`src/rtl/reg_file_mp_pkg.sv`:
```
// Shared encodings and helpers for the multi-port integer register file.
// Clear-sweep state encodings match the core's shared define values.
package reg_file_mp_pkg;

   typedef enum logic {
      RF_ST_IDLE  = 1'b0,
      RF_ST_CLEAR = 1'b1
   } rf_state_e;

   localparam int unsigned RF_ZERO_IDX = 0;

   // True for an architectural register that actually holds data (not x0, not past the top).
   function automatic logic addr_ok(input logic [31:0] a, input int unsigned nregs);
      return (a != 32'(RF_ZERO_IDX)) && (a < nregs);
   endfunction

endpackage

```
`src/rtl/rf_clear_fsm.sv`:
```
// Clear sequencer: walks entries 1..NREGS-1, one per clock, after reset or a clear request.
// busy is the state flop itself, so it is a registered output.
module rf_clear_fsm
   import reg_file_mp_pkg::*;
#(
   parameter  int NREGS = 32,
   localparam int AW    = $clog2(NREGS)
) (
   input  logic          clk,
   input  logic          rst,
   input  logic          clr,
   output logic          busy,
   output logic          clr_en,
   output logic [AW-1:0] clr_addr
);

   localparam logic [AW-1:0] LAST = AW'(NREGS - 1);

   rf_state_e       state;
   logic [AW-1:0]   ptr;

   // NOTE: state and pointer use non-blocking assignments so every flop samples pre-edge values.
   always_ff @(posedge clk) begin
      if (rst) begin
         state <= RF_ST_CLEAR;
         ptr   <= AW'(1);
      end else begin
         case (state)
            RF_ST_IDLE: begin
               if (clr) begin
                  state <= RF_ST_CLEAR;
                  ptr   <= AW'(1);
               end
            end
            RF_ST_CLEAR: begin
               if (ptr == LAST) state <= RF_ST_IDLE;
               else             ptr   <= ptr + AW'(1);
            end
            default: state <= RF_ST_CLEAR;
         endcase
      end
   end

   assign busy     = (state == RF_ST_CLEAR);
   // The reset edge itself only restarts the sweep; storage is left alone.
   assign clr_en   = busy & ~rst;
   assign clr_addr = ptr;

endmodule

```
`src/rtl/reg_file_mp.sv`:
```
// Parametrised NRD-read / 1-write integer register file with x0 hardwired to zero,
// optional write-to-read bypass, and a sequential clear sweep that stalls via busy.
module reg_file_mp
   import reg_file_mp_pkg::*;
#(
   parameter  int XLEN   = 32,
   parameter  int NREGS  = 32,
   parameter  int NRD    = 2,
   parameter  int BYPASS = 1,
   localparam int AW     = $clog2(NREGS)
) (
   input  logic                clk,
   input  logic                rst,
   input  logic                clr,
   input  logic                we,
   input  logic [AW-1:0]       wa,
   input  logic [XLEN-1:0]     wd,
   input  logic [NRD*AW-1:0]   ra,
   output logic [NRD*XLEN-1:0] rd,
   output logic                busy
);

   logic [XLEN-1:0] mem [NREGS];
   logic            clr_en;
   logic [AW-1:0]   clr_addr;
   logic            wr_req;
   logic            wr_en;

   rf_clear_fsm #(.NREGS(NREGS)) u_clear (
      .clk      (clk),
      .rst      (rst),
      .clr      (clr),
      .busy     (busy),
      .clr_en   (clr_en),
      .clr_addr (clr_addr)
   );

   // wr_req qualifies bypass; the reset edge additionally drops the actual store.
   assign wr_req = we & ~busy & ~clr & addr_ok(32'(wa), NREGS);
   assign wr_en  = wr_req & ~rst;

   // NOTE: storage has no reset; the clear sweep zeroes it and busy masks reads until then.
   always_ff @(posedge clk) begin
      if (clr_en)     mem[clr_addr] <= '0;
      else if (wr_en) mem[wa]       <= wd;
   end

   for (genvar i = 0; i < NRD; i++) begin : g_rd
      logic [AW-1:0]   a;
      logic [XLEN-1:0] q;

      assign a = ra[i*AW +: AW];

      // NOTE: every branch assigns q, so this stays purely combinational.
      always_comb begin
         if (busy || !addr_ok(32'(a), NREGS))       q = '0;
         else if ((BYPASS != 0) && wr_req && wa == a) q = wd;
         else                                          q = mem[a];
      end

      assign rd[i*XLEN +: XLEN] = q;
   end

endmodule

```
`config.mk`:
```
export PLATFORM = sky130hd
export DESIGN_NAME = reg_file_mp
export DESIGN_NICKNAME = d
export VERILOG_FILES = /design/src/rtl/reg_file_mp_pkg.sv /design/src/rtl/rf_clear_fsm.sv /design/src/rtl/reg_file_mp.sv
export SDC_FILE = /design/constraint.sdc
export NUM_CORES = 1
export LEC_CHECK = 0
export BUFFER_PORTS_ARGS = -buffer_cell sky130_fd_sc_hd__buf_2
export CAP_MARGIN = 25
export CORE_UTILIZATION = 38
export CTS_CLUSTER_SIZE = 25
export DETAILED_ROUTE_END_ITERATION = 8
export HOLD_SLACK_MARGIN = 0.12
export PLACE_DENSITY = 0.51
export SLEW_MARGIN = 20
export SYNTH_ARGS = -nofsm -noshare
export SYNTH_HDL_FRONTEND = slang
export SYNTH_SLANG_ARGS = --single-unit
```
`constraint.sdc`:
```
create_clock -name clk -period 4.75 [get_ports clk]
set_clock_uncertainty 0.05 [all_clocks]
set_input_delay 0.95 -clock clk [delete_from_list [all_inputs] [get_ports clk]]
set_output_delay 0.95 -clock clk [all_outputs]
set_load 0.01 [all_outputs]
```
==> out/qor.csv <==
stage,metric,value,unit
status,run_status,completed,
grt,grt_max_degree,68,
timing,maxSlewHeadroom,30.2,%
timing,hold_viol_final,0,
grt,grt.total_usage,25.1,%
worst_setup_path,arrival,3.65,ns
floorplanning,ios,116,
timing,worst_slack,0.103,ns
worst_setup_path,critical-path-slowest-cell,dfxtp_1,
worst_setup_path,crit_end,rd[41],
worst_setup_path,crit_fanout,32,
clocking,clk_pin_slew_worst_paths,0.06,ns
worst_setup_path,startpoint,u_clear.busy$_SDFF_PP1_,
clocking,ctsHoldBuffers,0,
power,worst_ir_drop_vdd,0.298,mV
grt,top_usage_layer,met2,
clocking,numCtsBuffers,109,
clocking,cts_tree,built,
synthesis,yosys-top-cells-area,"edfxtp_1, mux4_2, mux2i_1, a22oi_1, a221oi_1",
synthesis,yosys_warnings,0,
timing,finalCriticalPeriod,4.65,ns
floorplanning,core_area,126000,µm²
worst_setup_path,rrSetupSlack,1.20,ns
worst_setup_path,critPathMostFrequentCell,buf_4,
timing,max_freq,215,MHz
grt,grt_pass1_wl,230000,µm
worst_setup_path,r2r_start,u_clear.busy$_SDFF_PP1_,
synthesis,synth_cell_type_count,46,
power,leakage,17.1,nW
routing,post_drt_wl_per_cell,35.6,µm
timing,finalCritPeriodShare,97.8,%
synthesis,synth_top_area_share,63.5,%
grt,met3_usage,4.85,%
worst_setup_path,rr_worst_depth,7,
clocking,clock_sinks,1030,
worst_setup_path,cp_slowest_stage_delay,0.52,ns
synthesis,synth_edf_count,1024,
finish,final_cell_mix,"edfxtp_1, mux4_2, mux2i_1",
routing,vias,29600,
finish,drive_gt1_share,30.9,%
clocking,clk_latency,0.70,ns
finish,fillers,10700,
routing,ant_nets,0,
clocking,cts_root_buffer,clkbuf_16,
synthesis,synth-seq-cells,1030,
synthesis,async_flop_share,0,%
synthesis,synth_top_cell_by_area,edfxtp_1,
floorplanning,dieArea,129000,µm²
routing,route.detailed.drc,0,
worst_setup_path,crit_type,reg2out,
timing,setup_viol,0,
synthesis,synth_nets,2697,
timing,slew_viol_final,0,
clocking,clock_path_buffers,3,
placed_design,place_hpwl,96500,µm
finish,layout_commonest_cell,edfxtp_1,
worst_setup_path,crit_chain,nor3b_4 > o21ai_1 > buf_4 > o311ai_4 > buf_12 > a21oi_1 > buf_4 > a311o_1 > buf_2,
synthesis,synthCells,2644,
finish,syn_to_final_growth,16.1,%
worst_setup_path,critical_path.top_delay_family,compound AO/OA/AOI/OAI gates,
synthesis,ys.flop_type,edfxtp_1,
grt,grt_antenna_before_repair,8,
power,p_per_area,356,nW/µm²
grt,grt_overflow,0,
placed_design,routabilityCongestion,0.801,
worst_setup_path,cp_num_buf_inv,4,
floorplanning,die_h,359,µm
flow_run,cap_viol_max_count,0,
worst_setup_path,endpoint_kind,primary output,
grt,grt_util_met1,34.3,%
routing,first_pass_iters,5,
hold_path,hp-class,in2reg,
worst_setup_path,worstPathRequired,3.75,ns
power,total_power,20.0,mW
floorplanning,initial_core_util,38.4,%
worst_setup_path,regToRegEndpoint,mem[25][17]$_DFFE_PP_,
floorplanning,rows,130,
synthesis,netlist_area,48400,µm²
placed_design,port_buffers,115,
finish,nets,2878,
worst_setup_path,start_kind,flip-flop,
floorplanning,die_width,359,µm
synthesis,yosysSeqAreaShare,63.8,%
grt,grt_use_met2,40.3,%
timing,rsz0062_at_grt,no,
worst_setup_path,path_depth,9,
placed_design,place_ws,0.0646,ns
timing,setup_tns,0,ns
grt,grt_pass1_vias,30700,
routing,wirelength,163000,µm
synthesis,synth_area_per_cell,18.3,µm²
routing,drt_iter0_drc,3352,
timing,tightest_slew,1.04,ns
routing,routed_via_density,6.47,
clocking,htree_levels,3,
## where the power goes
| group | switching, mW | internal [mW] | total (mW) | leakage (nW) |
|---|---|---|---|---|
| Clock | 3.56 | 5.09 | 8.65 | 1.74 |
| Combinational | 0.835 | 0.556 | 1.39 | 7.21 |
| Sequential | 0.0380 | 9.94 | 9.98 | 8.13 |
## logic make-up after synthesis
logic type,after synthesis,share of synthesized area [%]
xor+xnor,10,0.181
simple gates,126,1.35
buf+inv,234,2.06
fa+ha+maj,2,0.0517
mux,644,23.3
flops,1030,63.8
compound gates,598,9.26
## Yosys cell counts (8+ instances only)
cell type,number
a22oi_1,194
buf_1,8
a221oi_1,128
buf_2,76
clkbuf_1,140
nor2_1,44
and2_1,34
mux4_2,384
edfxtp_1,1024
nand2_1,17
xnor2_1,10
a311o_1,64
mux2i_1,256
a21oi_1,131
o21bai_1,64
## registers in the layout (all words and copies together), names as in the netlist
name	count
mem	1024
u_clear.clr_addr	5
u_clear.busy	1
## worst min path at each step
stage                                     startpoint  cells past startpoint                                to  slack (ns)
finish                                           rst                      2  u_clear.clr_addr[2]$_SDFFE_PP0P_        0.48
global route                                     rst                      2  u_clear.clr_addr[4]$_SDFFE_PP0P_        0.48
CTS                                              rst                      2  u_clear.clr_addr[2]$_SDFFE_PP0P_        0.44
detailed placement  u_clear.clr_addr[0]$_SDFFE_PP1P_                      1  u_clear.clr_addr[0]$_SDFFE_PP1P_        0.53
global placement    u_clear.clr_addr[0]$_SDFFE_PP1P_                      1  u_clear.clr_addr[0]$_SDFFE_PP1P_        0.51
floorplan           u_clear.clr_addr[0]$_SDFFE_PP1P_                      1  u_clear.clr_addr[0]$_SDFFE_PP1P_        0.46
## metrics by stage
step,area [µm²],util [%],hold slack (ns),std cells
after floorplan,48400,-,0.463,2644
after global placement,52400,41.6,0.513,4352
after detailed placement,52400,41.6,0.534,4354
after CTS,56100,44.5,0.440,4562
after global routing,56200,44.6,0.478,4568
final,56200,44.6,0.484,4569
## cell type report
type / count / area, µm² / share of cell area [%]
Antenna cell: 3 / 7.51 / 0.0134
Clock inverter: 63 / 703 / 1.25
Clock buffer: 139 / 2880 / 5.13
Tap cell: 1650 / 2060 / 3.67
Sequential cell: 1030 / 30900 / 54.9
Timing Repair Buffer: 297 / 2700 / 4.80
Inverter: 7 / 26.3 / 0.0468
Multi-Input combinational cell: 1380 / 16900 / 30.1
## repair_timing
action | in CTS | in global routing
setup buffers | 6 | 0
endpoints found under the setup margin | 34 | 0
gates resized for setup | 1 | 0
## layer usage
layer	vias to the layer above	wire length (µm)
met2	1342	77700
met4	2	4730
li1	11900	-
met3	226	13000
met1	16100	67400
met5	-	51
No activity file was read; power rests on OpenSTA's default activity.
